### src/rtl/scpad_pkg.sv
// Shared widths, the scratchpad data beat type and the request-generator state encoding.
package scpad_pkg;

    localparam int DRAM_ADDR_WIDTH  = 32;
    localparam int DRAM_ID_WIDTH    = 4;
    localparam int COL_IDX_WIDTH    = 10;
    localparam int ROW_IDX_WIDTH    = 5;
    localparam int SCPAD_DATA_WIDTH = 512;

    typedef logic [SCPAD_DATA_WIDTH-1:0] scpad_data_t;

    typedef enum logic [2:0] {
        GEN_IDLE      = 3'd0,
        GEN_ISSUE     = 3'd1,
        GEN_SRAM_WAIT = 3'd2,
        GEN_PUSH      = 3'd3,
        GEN_DRAIN     = 3'd4
    } gen_state_t;

endpackage

### src/rtl/scpad_burst_splitter.sv
// Splits a tile row into bursts: request count, size of the selected burst and its byte offset.
module scpad_burst_splitter
    import scpad_pkg::*;
#(
    parameter int BURST_BYTES = 64
) (
    input  logic [COL_IDX_WIDTH-1:0] row_bytes,
    input  logic [2:0]               sub_id,
    output logic [2:0]               num_request,
    output logic [COL_IDX_WIDTH-1:0] num_bytes,
    output logic [COL_IDX_WIDTH-1:0] offset
);

    localparam int SHIFT = $clog2(BURST_BYTES);

    logic [COL_IDX_WIDTH:0]   padded;
    logic [COL_IDX_WIDTH-1:0] remainder;

    // ceil-divide the row into bursts; only the last burst may be short
    always_comb begin
        padded      = {1'b0, row_bytes} + (COL_IDX_WIDTH+1)'(BURST_BYTES - 1);
        num_request = 3'(padded >> SHIFT);
        remainder   = row_bytes & COL_IDX_WIDTH'(BURST_BYTES - 1);
        offset      = COL_IDX_WIDTH'(sub_id) << SHIFT;
        if ((sub_id == (num_request - 3'd1)) && (remainder != '0)) begin
            num_bytes = remainder;
        end else begin
            num_bytes = COL_IDX_WIDTH'(BURST_BYTES);
        end
    end

endmodule

### src/rtl/scpad_dram_req_gen.sv
// Turns one tile load/store command into DRAM bursts, fetching store data from SRAM,
// and reports tile completion once every row has been acknowledged.
//
// state     | meaning
// IDLE      | ready for a command
// ISSUE     | load: push current burst; store: launch SRAM read
// SRAM_WAIT | store: waiting for the SRAM beat
// PUSH      | store: push the captured beat with its burst fields
// DRAIN     | all bursts pushed, waiting for row completions / done pulse
module scpad_dram_req_gen
    import scpad_pkg::*;
#(
    parameter int BURST_BYTES = 64,
    parameter int MAX_ROWS    = 32,
    parameter int ROW_CNT_W   = $clog2(MAX_ROWS) + 1
) (
    input  logic                       clk,
    input  logic                       rst,
    input  logic                       sched_req_valid,
    output logic                       sched_req_ready,
    input  logic                       sched_write,
    input  logic [DRAM_ADDR_WIDTH-1:0] sched_dram_addr,
    input  logic [DRAM_ADDR_WIDTH-1:0] sched_row_stride,
    input  logic [DRAM_ID_WIDTH-1:0]   sched_id,
    input  logic [ROW_CNT_W-1:0]       sched_num_rows,
    input  logic [COL_IDX_WIDTH-1:0]   sched_row_bytes,
    output logic                       sched_done,
    output logic                       sram_rd_en,
    output logic [ROW_IDX_WIDTH-1:0]   sram_rd_row,
    output logic [COL_IDX_WIDTH-1:0]   sram_rd_col,
    input  logic                       sram_res_valid,
    input  scpad_data_t                sram_rdata,
    output logic                       q_valid,
    output logic                       q_write,
    output logic [DRAM_ADDR_WIDTH-1:0] q_dram_addr,
    output logic [DRAM_ID_WIDTH-1:0]   q_id,
    output logic [2:0]                 q_sub_id,
    output logic [2:0]                 q_num_request,
    output logic [COL_IDX_WIDTH-1:0]   q_num_bytes,
    output scpad_data_t                q_sram_rdata,
    input  logic                       dram_queue_full,
    input  logic                       be_stall,
    input  logic                       transaction_complete
);

    gen_state_t                 state_q, state_d;
    logic                       write_q, write_d;
    logic [DRAM_ID_WIDTH-1:0]   id_q, id_d;
    logic [DRAM_ADDR_WIDTH-1:0] stride_q, stride_d;
    logic [DRAM_ADDR_WIDTH-1:0] row_base_q, row_base_d;
    logic [ROW_CNT_W-1:0]       num_rows_q, num_rows_d;
    logic [COL_IDX_WIDTH-1:0]   row_bytes_q, row_bytes_d;
    logic [ROW_CNT_W-1:0]       row_idx_q, row_idx_d;
    logic [ROW_CNT_W-1:0]       rows_done_q, rows_done_d;
    logic                       all_pushed_q, all_pushed_d;
    logic                       done_q, done_d;
    logic [DRAM_ADDR_WIDTH-1:0] q_dram_addr_q, q_dram_addr_d;
    logic [2:0]                 q_sub_id_q, q_sub_id_d;
    logic [2:0]                 q_num_request_q, q_num_request_d;
    logic [COL_IDX_WIDTH-1:0]   q_num_bytes_q, q_num_bytes_d;
    scpad_data_t                q_sram_rdata_q, q_sram_rdata_d;

    logic                       push, fields_ld, last_sub, last_row;
    logic [2:0]                 sp_num_request;
    logic [COL_IDX_WIDTH-1:0]   sp_num_bytes, sp_offset;

    // burst fields are computed for the next burst so they can be registered ahead of the push
    scpad_burst_splitter #(.BURST_BYTES(BURST_BYTES)) u_splitter (
        .row_bytes   (row_bytes_d),
        .sub_id      (q_sub_id_d),
        .num_request (sp_num_request),
        .num_bytes   (sp_num_bytes),
        .offset      (sp_offset)
    );

    // next-state, burst sequencing and completion tracking
    always_comb begin
        state_d         = state_q;
        write_d         = write_q;
        id_d            = id_q;
        stride_d        = stride_q;
        row_base_d      = row_base_q;
        num_rows_d      = num_rows_q;
        row_bytes_d     = row_bytes_q;
        row_idx_d       = row_idx_q;
        rows_done_d     = rows_done_q;
        all_pushed_d    = all_pushed_q;
        done_d          = 1'b0;
        q_dram_addr_d   = q_dram_addr_q;
        q_sub_id_d      = q_sub_id_q;
        q_num_request_d = q_num_request_q;
        q_num_bytes_d   = q_num_bytes_q;
        q_sram_rdata_d  = q_sram_rdata_q;
        push            = 1'b0;
        fields_ld       = 1'b0;
        sram_rd_en      = 1'b0;
        q_valid         = 1'b0;
        last_sub        = (q_sub_id_q == (q_num_request_q - 3'd1));
        last_row        = (row_idx_q == (num_rows_q - ROW_CNT_W'(1)));

        case (state_q)
            GEN_IDLE: begin
                if (sched_req_valid) begin
                    write_d      = sched_write;
                    id_d         = sched_id;
                    stride_d     = sched_row_stride;
                    row_base_d   = sched_dram_addr;
                    num_rows_d   = sched_num_rows;
                    row_bytes_d  = sched_row_bytes;
                    row_idx_d    = '0;
                    rows_done_d  = '0;
                    all_pushed_d = 1'b0;
                    q_sub_id_d   = '0;
                    fields_ld    = 1'b1;
                    state_d      = GEN_ISSUE;
                end
            end
            GEN_ISSUE: begin
                if (write_q) begin
                    if (!be_stall) begin
                        sram_rd_en = 1'b1;
                        state_d    = GEN_SRAM_WAIT;
                    end
                end else begin
                    q_valid = !dram_queue_full && !be_stall;
                    push    = q_valid;
                end
            end
            GEN_SRAM_WAIT: begin
                if (sram_res_valid) begin
                    q_sram_rdata_d = sram_rdata;
                    state_d        = GEN_PUSH;
                end
            end
            GEN_PUSH: begin
                q_valid = !dram_queue_full && !be_stall;
                push    = q_valid;
                if (push) begin
                    state_d = GEN_ISSUE;
                end
            end
            default: ;
        endcase

        if (push) begin
            if (last_sub && last_row) begin
                all_pushed_d = 1'b1;
                state_d      = GEN_DRAIN;
            end else begin
                fields_ld = 1'b1;
                if (last_sub) begin
                    q_sub_id_d = '0;
                    row_idx_d  = row_idx_q + ROW_CNT_W'(1);
                    row_base_d = row_base_q + stride_q;
                end else begin
                    q_sub_id_d = q_sub_id_q + 3'd1;
                end
            end
        end

        if ((state_q != GEN_IDLE) && transaction_complete) begin
            rows_done_d = rows_done_q + ROW_CNT_W'(1);
        end

        // done fires once, the cycle after both the last push and last completion are in
        if ((state_q != GEN_IDLE) && !done_q && all_pushed_d && (rows_done_d >= num_rows_q)) begin
            done_d = 1'b1;
        end
        if (done_q) begin
            state_d = GEN_IDLE;
        end

        if (fields_ld) begin
            q_dram_addr_d   = row_base_d + DRAM_ADDR_WIDTH'(sp_offset);
            q_num_request_d = sp_num_request;
            q_num_bytes_d   = sp_num_bytes;
        end
    end

    // state and datapath registers with synchronous reset
    always_ff @(posedge clk) begin
        if (rst) begin
            state_q         <= GEN_IDLE;
            write_q         <= 1'b0;
            id_q            <= '0;
            stride_q        <= '0;
            row_base_q      <= '0;
            num_rows_q      <= '0;
            row_bytes_q     <= '0;
            row_idx_q       <= '0;
            rows_done_q     <= '0;
            all_pushed_q    <= 1'b0;
            done_q          <= 1'b0;
            q_dram_addr_q   <= '0;
            q_sub_id_q      <= '0;
            q_num_request_q <= '0;
            q_num_bytes_q   <= '0;
            q_sram_rdata_q  <= '0;
        end else begin
            state_q         <= state_d;
            write_q         <= write_d;
            id_q            <= id_d;
            stride_q        <= stride_d;
            row_base_q      <= row_base_d;
            num_rows_q      <= num_rows_d;
            row_bytes_q     <= row_bytes_d;
            row_idx_q       <= row_idx_d;
            rows_done_q     <= rows_done_d;
            all_pushed_q    <= all_pushed_d;
            done_q          <= done_d;
            q_dram_addr_q   <= q_dram_addr_d;
            q_sub_id_q      <= q_sub_id_d;
            q_num_request_q <= q_num_request_d;
            q_num_bytes_q   <= q_num_bytes_d;
            q_sram_rdata_q  <= q_sram_rdata_d;
        end
    end

    assign sched_req_ready = (state_q == GEN_IDLE);
    assign sched_done      = done_q;
    assign sram_rd_row     = row_idx_q[ROW_IDX_WIDTH-1:0];
    assign sram_rd_col     = COL_IDX_WIDTH'(q_sub_id_q) << $clog2(BURST_BYTES);
    assign q_write         = write_q;
    assign q_id            = id_q;
    assign q_dram_addr     = q_dram_addr_q;
    assign q_sub_id        = q_sub_id_q;
    assign q_num_request   = q_num_request_q;
    assign q_num_bytes     = q_num_bytes_q;
    assign q_sram_rdata    = q_sram_rdata_q;

endmodule

### config.mk
export PLATFORM = sky130hd
export DESIGN_NAME = scpad_dram_req_gen
export DESIGN_NICKNAME = d
export VERILOG_FILES = /design/src/rtl/scpad_pkg.sv /design/src/rtl/scpad_burst_splitter.sv /design/src/rtl/scpad_dram_req_gen.sv
export SDC_FILE = /design/constraint.sdc
export NUM_CORES = 1
export LEC_CHECK = 0
export BUFFER_PORTS_ARGS = -buffer_cell sky130_fd_sc_hd__buf_4
export CAP_MARGIN = 25
export CORE_AREA = 2 2 469 471
export CTS_CLUSTER_SIZE = 25
export DETAILED_ROUTE_END_ITERATION = 7
export DIE_AREA = 0 0 471 473
export MAX_ROUTING_LAYER = met4
export PLACE_DENSITY = 0.3
export SETUP_SLACK_MARGIN = 0.15
export SYNTH_ARGS = -nofsm -noshare
export SYNTH_HDL_FRONTEND = slang
export SYNTH_SLANG_ARGS = --single-unit
### constraint.sdc
create_clock -name clk -period 7.1 [get_ports clk]
set_input_delay 1.42 -clock clk [delete_from_list [all_inputs] [get_ports clk]]
set_output_delay 1.42 -clock clk [all_outputs]
set_load 0.05 [all_outputs]
Word-level counts from Yosys, hierarchy flattened. Index checks and enable logic that the tools add are counted.

Bits in registers: 662. Bits of input ports: 604.

Add/sub/neg operators: 9. Magnitude comparators: 1. Equal/unequal tests: 6. Muxes and demuxes: 43. Reductions and logical operators: 16.

Operators by type and width (number): 32-bit 2-to-1 mux (5); 6-bit 2-to-1 mux (8); 3-bit 2-to-1 mux (12); 32-bit adder (1); 32-bit by 9-bit adder with 32-bit output (1); 10-bit 2-to-1 mux (2); 1-bit 2-to-1 mux (13); 6-bit by 1-bit adder with 6-bit output (second input constant) (2); 3-bit case mux with 4 select lines (1); 10-bit nonzero test (1); 9-bit by 6-bit adder with 9-bit output (second input constant) (1); 1-bit logical AND (7); 7-bit 2-to-1 mux (1); 3-bit by 2-bit == test with 1-bit output (second input constant) (2); 3-bit == test (2); 6-bit == test (1); 6-bit greater-or-equal comparator (1); 3-bit by 1-bit subtractor with 3-bit output (second input constant) (2); 6-bit by 1-bit subtractor with 6-bit output (second input constant) (1); 2-bit AND reduction (2); 3-bit by 1-bit adder with 3-bit output (second input constant) (1); 3-bit by 1-bit == test with 1-bit output (second input constant) (1); 1-bit zero test (3); 3-bit zero test (1); other kinds (3) (3).

Depth between registers and ports, before layout. Gate-level depths: netlist (run 1).

Depth after elaboration: 8. Mapped depth: 23. Gate-level depth less buffers: 20.

By module. Synthesis (run 1) repeated with hierarchy kept, for this count alone.

Cell total of the unflattened synthesis: 3481. Area, all modules: 26660.6 um^2.

By module, submodules not included: scpad_dram_req_gen (times used 1, cells an instance 3438, area an instance 26352.8 um^2); scpad_burst_splitter (times used 1, cells an instance 43, area an instance 307.8 um^2).

Worst setup path before layout (run 1). Ideal clock, no wire load.

Path kind: input port to flip-flop. From: in be_stall. To: reg q_dram_addr_q[26] (netlist: q_dram_addr[26]). Data arrival time: 5904 ps. Data required time: 7005 ps. Slack: 1100 ps. Stages on the path: 20. Buffers on the path: 5. Path through: or3b_4 -> nor3_4 -> nand4_2 -> o21ba_1 -> buf_6 -> buf_12 -> buf_2 -> buf_2 -> buf_2 -> a21oi_1 -> fa_1 -> inv_1 -> a21oi_1 -> nor3_1 -> or3b_1 -> o31a_1 -> nor2_2 -> nand4_1 -> or4_1 -> o311ai_1.

Longest elaborated chain between the ends: 6. Elaborated cells on any way between the ends: 8.

RTL lines: start, declared (line scpad_dram_req_gen.sv:42) `input logic be_stall,`; 1-bit zero test * (line scpad_dram_req_gen.sv:125, scpad_dram_req_gen.sv:136); 1-bit logical AND * (line scpad_dram_req_gen.sv:125, scpad_dram_req_gen.sv:136); 1-bit 2-to-1 mux; 1-bit case mux with 2 select lines *; net q_valid (line scpad_dram_req_gen.sv:33) `output logic q_valid,`; 32-bit 2-to-1 mux or 3-bit 2-to-1 mux (tied branches) (line scpad_dram_req_gen.sv:145) `if (push) begin`; 32-bit by 9-bit adder with 32-bit output (line scpad_dram_req_gen.sv:174) `q_dram_addr_d = row_base_d + DRAM_ADDR_WIDTH'(sp_offset);`; end signal, assigned (line scpad_dram_req_gen.sv:211) `q_dram_addr_q <= q_dram_addr_d;`; end, declared (line scpad_dram_req_gen.sv:57) `logic [DRAM_ADDR_WIDTH-1:0] q_dram_addr_q, q_dram_addr_d;`.

Mark *: on every way through the listed nets, which the timed path passes. The rest lies on a longest branch. A chain may end at the register's enable or synchronous reset.

Worst setup path in the final report (run 1).
From: reg num_rows_q[0]. To: reg q_dram_addr_q[26] (netlist: q_dram_addr[26]).

Longest elaborated chain between the ends: 6. Elaborated cells on any way between the ends: 10.

RTL lines: start, declared (line scpad_dram_req_gen.sv:51) `logic [ROW_CNT_W-1:0] num_rows_q, num_rows_d;`; start signal, assigned (line scpad_dram_req_gen.sv:205) `num_rows_q <= num_rows_d;`; 6-bit by 1-bit subtractor with 6-bit output (line scpad_dram_req_gen.sv:99) `last_row = (row_idx_q == (num_rows_q - ROW_CNT_W'(1)));`; 6-bit == test (line scpad_dram_req_gen.sv:99); 1-bit logical AND (line scpad_dram_req_gen.sv:146) `if (last_sub && last_row) begin`; 3-bit 2-to-1 mux (line scpad_dram_req_gen.sv:146); 3-bit 2-to-1 mux (line scpad_dram_req_gen.sv:145); net q_sub_id_d[0] (line scpad_dram_req_gen.sv:58) `logic [2:0] q_sub_id_q, q_sub_id_d;`; 32-bit by 9-bit adder with 32-bit output (line scpad_dram_req_gen.sv:174).

The timed path passes the listed nets, and every way through them passes these cells.

==> metrics.md, run 1 <==
| Metric | Value |
|---|---|
| Number of antenna violations at the first check in global routing | `90` |
| Post-synthesis cell type count | `88` |
| Final Hold Viols | `0` |
| Critical path's top delay family | `simple AND/OR/NAND/NOR gates` |
| Gate power share | `10.3%` |
| Layout cells sized above 1 | `30.8%` |
| Largest net degree at the start of global routing | `161` |
| Max Cap Violations | `0` |
| Most common cell after layout, fill and taps aside | `nand2_1` |
| Die Span Y | `473 microns` |
| Clock Latency Late Sink | `770 ps` |
| Number of synthesis warnings | `0` |
| Reg clk slew, reported paths | `60 ps` |
| Flop pwr share | `39.4%` |
| Initial DRC Count | `1246` |
| Clock Skews | `46.6 ps` |
| Max-slew violation count | `0` |
| Net Sw Frac | `27.5%` |
| Area of the die | `223000 sq um` |
| Overflow after GRT | `0` |
| Cts bufs inserted | `94` |
| Slew margin rel. | `21.3%` |
| Most common cell on crit path | `inv_1` |
| Async S/R FF share, synth | `0%` |
| Worst vdd ir | `0.000168 V` |
| Met2 WL | `84600 microns` |
| Final worst path period need | `5460 ps` |
| Crit-path cells | `inv_1 -> ha_1 -> xnor2_1 -> nor2_1 -> nand4b_4 -> o31ai_1 -> and2_1 -> a21o_1 -> ha_1 -> inv_1 -> fa_1 -> inv_1 -> a21oi_1 -> nor3_1 -> or3b_1 -> o31a_1 -> nor2_2 -> nand4_1 -> or4_1 -> o311ai_1` |
| FMAX | `183 MHz` |
| Final ANT Viol Nets | `0` |
| Clock buffer depth | `3` |
| Core area | `218000 sq um` |
| Aggregate routed wire length | `174000 microns` |
| Number of nets in the layout | `5094` |
| Syn Std Cell Area | `26200 sq um` |
| Final Wtd Congestion | `0.829` |
| WL met1 | `66800 microns` |
| WHS Path Cells | `2` |
| Crit path buffers/inverters | `3` |
| Global-route wire length before repair | `232000 microns` |
| RSZ-0062 raised after global routing | `false` |
| Num rows | `172` |
| Cts hold-fix bufs | `0` |
| Synth Instances | `3374` |
| P&R area growth vs syn | `57.7%` |
| Worst Max-Slew Pin Slew | `1180 ps` |
| P_int | `0.00700 W` |
| Worst reg-to-reg path cell count | `20` |
| Net Switching | `0.00266 W` |
| Worst setup SP type | `flop` |
| Post-cts sizing count | `0` |
| Leak Pwr | `16.3 nW` |
| Fin Hold WS | `454 ps` |
| Endpoints failing setup | `0` |
| Total track usage | `15.4%` |
| Flops & latches, synth | `658` |
| First-pass detailed-route iteration total | `5` |
| Class of the worst hold path | `reg -> reg` |
| Wire per inst | `23.3 microns` |
| Slowest stage cell on the critical path | `or4_1` |
| Clock root buffer | `clkbuf_16` |
| Sink Count | `658` |
| Clock power frac | `50.3%` |
| Met3 Wirelength | `17600 microns` |
| Sequential cell area fraction in the yosys report | `50.3%` |
| Via count | `27600` |
| Highest routed layer | `met4` |
| Most used DFF post-synth | `dfxtp_1` |
| Fin crit share | `76.8%` |
| Most frequent cells in the layout | `nand2_1, buf_4, dfxtp_1` |
| Worst Path Max Fanout | `9` |
| Critical Path Max Stage Delay | `630 ps` |
| CP Data Arrival Time | `6100 ps` |
| Vias in the first global route | `27600` |
| Die width | `471 microns` |
| WP data required | `7740 ps` |
| Critical Path Sink Type | `flop` |
| I/O pins | `1188` |
| Post-CTS setup buffer count | `0` |
| Layout fillers | `24900` |
| CP Class | `reg -> reg` |
| HPWL Detailed | `138000 microns` |
| Mean post-synth cell area | `7.76 sq um` |
| EDFF count, synth | `0` |
| Vias/cell | `3.71` |
| H-tree depth | `3` |
| PD cells | `234 nW/um^2` |
| DR DRC count | `0` |
| Setup TNS | `0 ps` |
| CTS tree | `yes` |
| Worst path depth | `20` |
| Outcome | `complete, no violations` |
| IO Port Bufs | `1176` |
| Starting Density | `12.0%` |
## sequential cells by signal, indices dropped and copies added, names as in the netlist
signal / count
q_sram_rdata: 512
all_pushed_q: 1
q_num_request: 3
row_idx_q: 6
q_sub_id: 3
row_bytes_q: 9
q_dram_addr: 32
q_write: 1
rows_done_q: 6
num_rows_q: 6
state_q: 3
q_num_bytes: 7
q_id: 4
sched_done: 1
row_base_q: 32
stride_q: 32
## power by group through the flow
stage	Combinational (W)	Sequential (W)	Clock [W]
3_3_place_gp	0.00101	0.00389	0
5_1_grt	0.00108	0.00381	0.00518
3_5_place_dp	0.00101	0.00389	0
6_report	0.000995	0.00381	0.00485
4_1_cts	0.00101	0.00381	0.00507
2_1_floorplan	0.000383	0.00399	0
## path summary, 6_finish.rpt
kind                                      start                            end  slack, ps
setup reg to reg     num_rows_q[0]$_SDFFE_PP0P_   q_dram_addr[26]$_SDFFE_PP0P_       1640
hold reg to reg   q_sram_rdata[24]$_SDFFE_PP0P_  q_sram_rdata[24]$_SDFFE_PP0P_        450
hold / removal    q_sram_rdata[24]$_SDFFE_PP0P_  q_sram_rdata[24]$_SDFFE_PP0P_        450
setup / recovery     num_rows_q[0]$_SDFFE_PP0P_   q_dram_addr[26]$_SDFFE_PP0P_       1640
## logic make-up after synthesis
| kind of cell | Yosys count | synth area share [%] |
|---|---|---|
| fa+ha+maj | 48 | 2.35 |
| compound gates | 809 | 16.9 |
| xor+xnor | 52 | 1.79 |
| simple gates | 1507 | 23.3 |
| buf+inv | 276 | 4.40 |
| flops | 658 | 50.3 |
| mux | 23 | 0.913 |
| other cells | 1 | 0.0143 |
## worst register-to-register path: stages (launching register included)
cell,delay (ps)
dfxtp_1,450
inv_1,80
ha_1,320
xnor2_1,130
nor2_1,200
nand4b_4,170
o31ai_1,360
and2_1,380
a21o_1,220
ha_1,190
inv_1,60
fa_1,390
inv_1,80
a21oi_1,160
nor3_1,270
or3b_1,400
o31a_1,170
nor2_2,200
nand4_1,440
or4_1,630
o311ai_1,80
## Yosys cell counts (all sizes together) (5+ instances only)
| library cell | number | area share, % |
|---|---|---|
| a211oi | 21 | 0.62 |
| a21o | 11 | 0.32 |
| a21oi | 650 | 12 |
| a31oi | 13 | 0.38 |
| and2 | 5 | 0.12 |
| and3 | 7 | 0.17 |
| buf | 48 | 1.1 |
| clkbuf | 203 | 2.9 |
| dfxtp | 658 | 50 |
| ha | 46 | 2.2 |
| inv | 25 | 0.36 |
| mux2i | 19 | 0.73 |
| nand2 | 1242 | 18 |
| nand2b | 6 | 0.14 |
| nand3 | 30 | 0.59 |
| nand3b | 5 | 0.14 |
| nand4 | 17 | 0.45 |
| nor2 | 110 | 1.6 |
| nor2b | 18 | 0.43 |
| nor3 | 25 | 0.58 |
| nor4 | 7 | 0.22 |
| o211ai | 13 | 0.39 |
| o21a | 9 | 0.26 |
| o21ai | 43 | 0.82 |
| o311ai | 7 | 0.23 |
| o31ai | 6 | 0.17 |
| or2 | 7 | 0.17 |
| or3 | 9 | 0.22 |
| or4 | 5 | 0.14 |
| xnor2 | 33 | 1.1 |
| xor2 | 18 | 0.60 |
## layer usage
metal,up-vias,track usage [%]
met5,-,-
met2,972,25.4
li1,13400,-
met4,0,4.96
met3,202,6.97
met1,13000,16.3
## area by class of cell
| class | count | area (sq um) | share of cell area [%] |
|---|---|---|---|
| Clock buffer | 134 | 2690 | 6.52 |
| Tap cell | 2871 | 3590 | 8.70 |
| Antenna cell | 65 | 163 | 0.394 |
| Timing Repair Buffer | 1214 | 9230 | 22.4 |
| Sequential cell | 658 | 13200 | 31.9 |
| Inverter | 25 | 93.8 | 0.227 |
| Clock inverter | 30 | 428 | 1.04 |
| Multi-Input combinational cell | 2449 | 11900 | 28.8 |
## through the flow
| step | power, W | util (%) | area [sq um] | cells | setup slack (ps) |
|---|---|---|---|---|---|
| final | 0.00966 | 18.9 | 41300 | 7446 | 1640 |
| after global routing | 0.0101 | 18.9 | 41300 | 7443 | 1240 |
| after CTS | 0.00989 | 18.8 | 41100 | 7381 | 1590 |
| after detailed placement | 0.00490 | 17.4 | 38000 | 7217 | 1070 |
| after global placement | 0.00490 | 17.4 | 38000 | 7217 | 1100 |
| after floorplan | 0.00437 | - | 26200 | 3383 | 1100 |
(Power assumes the default switching activity.)
==> run 2, diff against run 1 <==
ABC_AREA = 1   (was not set)
CORE_AREA = 2 2 458 460   (was 2 2 469 471)
DIE_AREA = 0 0 460 462   (was 0 0 471 473)
clock period = 4.85 ns   (was 7.1 ns; I/O delays follow)
==> metrics.md, run 2 <==
| Metric | Value |
|---|---|
| Synth area leaders | `dfxtp_1, nor2_1, o21ai_0` |
| Final Hold Viols | `0 (unchanged)` |
| FMAX | `239 MHz (+31%)` |
| Clock Skews | `27.2 ps (-19.4 ps)` |
| Worst Max-Slew Pin Slew | `1050 ps (-127 ps)` |
| Number of synthesis warnings | `0 (unchanged)` |
| Leak Pwr | `18.6 nW (+14%)` |
| Slew margin rel. | `29.0% (+7.7 points)` |
| Final ANT Viol Nets | `0 (unchanged)` |
| Layout cells sized above 1 | `28.8% (-2.0 points)` |
| HPWL Detailed | `140000 microns (+1.4%)` |
| P&R area growth vs syn | `54.8%` |
| First-pass detailed-route iteration total | `5 (unchanged)` |
| Flop pwr share | `38.4% (-1.0 points)` |
| I/O pins | `1188 (unchanged)` |
| Max Cap Violations | `0 (unchanged)` |
| Post-synthesis cell type count | `51 (-42%)` |
| Worst Path Max Fanout | `15 (+6)` |
| DR DRC count | `0 (unchanged)` |
| Fin crit share | `86.1% (+9.3 points)` |
| Total track usage | `16.0% (+0.60 points)` |
| Worst vdd ir | `0.000249 V (+49%)` |
| Most frequent cells in the layout | `buf_4, nor2_1, dfxtp_1` |
| Wire per inst | `22.5 microns (-3.7%)` |
| PD cells | `351 nW/um^2 (+50%)` |
| Max reg flops | `512 (unchanged)` |
| H-tree depth | `3 (unchanged)` |
| Hold Path End | `q_num_bytes[1]$_SDFFE_PP0P_` |
| Post-CTS setup buffer count | `0 (unchanged)` |
| Overflow after GRT | `0 (unchanged)` |
| Gate power share | `14.3% (+4.0 points)` |
| Max-slew violation count | `0 (unchanged)` |
| Pwr Total | `0.0148 W (+53%)` |
| Post-cts sizing count | `0 (unchanged)` |
| Cts hold-fix bufs | `0 (unchanged)` |
| Sink Count | `658 (unchanged)` |
| Clock root buffer | `clkbuf_16` |
| Synth Instances | `3822 (+13%)` |
| Num rows | `168 (-2.3%)` |
| Die Span Y | `462 microns (-2.3%)` |
| Final worst path period need | `4180 ps (-1280 ps)` |
| RR Startpoint | `q_num_request[0]$_SDFFE_PP0P_` |
| CP Class | `reg -> reg` |
| Core area | `208000 sq um (-4.6%)` |
| Most common cell after layout, fill and taps aside | `buf_4` |
| Setup TNS | `0 ps (unchanged)` |
| Cell accounting for the most synthesized area | `dfxtp_1` |
| Cells after DPL | `7541 (+4.5%)` |
| Most common library cells after synthesis | `nor2_1, dfxtp_1, o21ai_0, nand2_1, inv_1` |
| EDFF count, synth | `0 (unchanged)` |
| Worst R2R End | `q_dram_addr[18]$_SDFFE_PP0P_` |
| Async S/R FF share, synth | `0% (unchanged)` |
| Net Sw Frac | `29.8% (+2.3 points)` |
| Global-route wire length before repair | `231000 microns (-0.26%)` |
| WP data required | `5470 ps (-2270 ps)` |
| Most numerous cell in the Yosys netlist | `nor2_1` |
| Most used DFF post-synth | `dfxtp_1` |
| Starting Density | `13.1% (+1.1 points)` |
| P_int | `0.0104 W (+49%)` |
| Class of the worst hold path | `reg -> reg` |
| Clock power frac | `47.3% (-3.0 points)` |
| Number of antenna violations at the first check in global routing | `79 (-12%)` |
| Worst reg-to-reg path cell count | `26 (+30%)` |
| Initial DRC Count | `1621 (+30%)` |
| Flops & latches, synth | `658 (unchanged)` |
| Largest net degree at the start of global routing | `120 (-25%)` |
| Top cell type's share of synthesized area | `48.4% (-1.9 points)` |
| Endpoints failing setup | `0 (unchanged)` |
| FF-to-FF setup slack | `670 ps (-970 ps)` |
| RSZ-0062 raised after global routing | `false` |
| Vias in the first global route | `27600 (+0.14%)` |
| Clock Latency Late Sink | `730 ps (-40 ps)` |
| Mean post-synth cell area | `7.12 sq um (-8.3%)` |
| Final Wtd Congestion | `0.826 (-0.43%)` |
| Critical Path Max Stage Delay | `400 ps (-230 ps)` |
| Number of nets in the layout | `5568 (+9.3%)` |
| CP Data Arrival Time | `4800 ps (-1300 ps)` |
| Syn Std Cell Area | `27200 sq um (+3.9%)` |
| Via count | `28900 (+4.9%)` |
| Post-route insts no fill | `7749 (+4.1%)` |
| CTS tree | `yes` |
| Clock buffer depth | `3 (unchanged)` |
| WHS Path Cells | `2 (unchanged)` |
| Hold Startpoint | `q_num_bytes[1]$_SDFFE_PP0P_` |
| Slowest stage cell on the critical path | `fa_1` |
| Sequential cell area fraction in the yosys report | `48.4% (-1.9 points)` |
| Area of the die | `213000 sq um (-4.6%)` |
| Worst setup SP type | `flop` |
| IO Port Bufs | `1176 (unchanged)` |
| Outcome | `complete, no violations` |
| Vias/cell | `3.73 (+0.80%)` |
| Die width | `460 microns (-2.3%)` |
| Reg clk slew, reported paths | `60 ps (about the same)` |
| Critical Path Sink Type | `flop` |
| Aggregate routed wire length | `174000 microns (+0.25%)` |
| Cts bufs inserted | `93 (-1.1%)` |
| Most common cell on crit path | `nand2_1` |
| Net Switching | `0.00441 W (+66%)` |
-- run 2: cell count changes after synthesis, sizes merged, moves of 19 or more --
cell / change
a211oi: -19
a21oi: -574
inv: +196
nand2: -651
nand3: +82
nor2: +1079
o21ai: +538
xnor2: -28
-- run 2: power by group through the flow --
| stage | clock network [W] | logic (W) | registers [W] |
|---|---|---|---|
| after floorplan | 0 | 0.000808 | 0.00611 |
| after global placement | 0 | 0.00216 | 0.00580 |
| after detailed placement | 0 | 0.00216 | 0.00580 |
| after CTS | 0.00735 | 0.00217 | 0.00568 |
| after global routing | 0.00750 | 0.00232 | 0.00570 |
| final | 0.00700 | 0.00212 | 0.00568 |
-- run 2: cells by family (layout without fill, tap and decap cells) --
logic type	after synthesis	count (layout)	synth area share (%)
xor gates and xnor gates	26	26	0.837
AOI/OAI and AO/OA	684	684	12.9
and+or+nand+nor	1946	1946	28.7
buffers and inverters	452	1602	6.64
DFF	658	658	48.4
other	1	58	0.0138
adders and majority gates	48	48	2.26
muxes	7	7	0.258
-- run 2: worst max-delay path by stage --
stage | cells past startpoint | from | slack [ps] | to
floorplan | 24 | dram_queue_full | 760 | q_dram_addr[18]$_SDFFE_PP0P_
global placement | 22 | dram_queue_full | 500 | q_dram_addr[18]$_SDFFE_PP0P_
detailed placement | 22 | dram_queue_full | 510 | q_dram_addr[18]$_SDFFE_PP0P_
CTS | 26 | q_num_request[0]$_SDFFE_PP0P_ | 610 | q_dram_addr[18]$_SDFFE_PP0P_
global route | 26 | q_num_request[0]$_SDFFE_PP0P_ | 220 | q_dram_addr[18]$_SDFFE_PP0P_
finish | 26 | q_num_request[0]$_SDFFE_PP0P_ | 670 | q_dram_addr[18]$_SDFFE_PP0P_
-- run 2: critical path, delay by kind of cell (launching register included) --
family / cells / cell delay, ps
and+or+nand+nor: 16 / 2250
AOI/OAI and AO/OA: 2 / 220
adders and majority gates: 3 / 830
buffers and inverters: 5 / 390
DFF: 1 / 380
-- run 2: layout make-up --
cell class,instances,area [sq um]
clock buffers,130,2610
well taps,2720,3400
inverters,223,856
flip-flops and latches,658,13200
multi-input cells,2721,12300
fillers,23700,166000
repair buffers,1219,9300
diodes,48,120
clock inverters,30,392
-- run 2: metrics by stage --
| stage | utilization, % | worst slack, ps | hold slack (ps) | cell area (sq um) |
|---|---|---|---|---|
| finish | 20.2 | 673 | 453 | 42100 |
| global route | 20.2 | 217 | 427 | 42100 |
| CTS | 20.2 | 613 | 388 | 42000 |
| detailed placement | 18.7 | 514 | 446 | 39000 |
| global placement | 18.7 | 505 | 446 | 39000 |
| floorplan | - | 762 | 450 | 27200 |
-- run 2: metal layers --
layer	wire length (microns)	GRT usage (%)	part of all wire, %	vias up
met5	0	-	0	-
met4	3900	3.89	2.2	0
met3	13700	5.30	7.9	195
met2	81500	25.6	47	937
met1	74900	19.2	43	13400
li1	-	-	-	14400
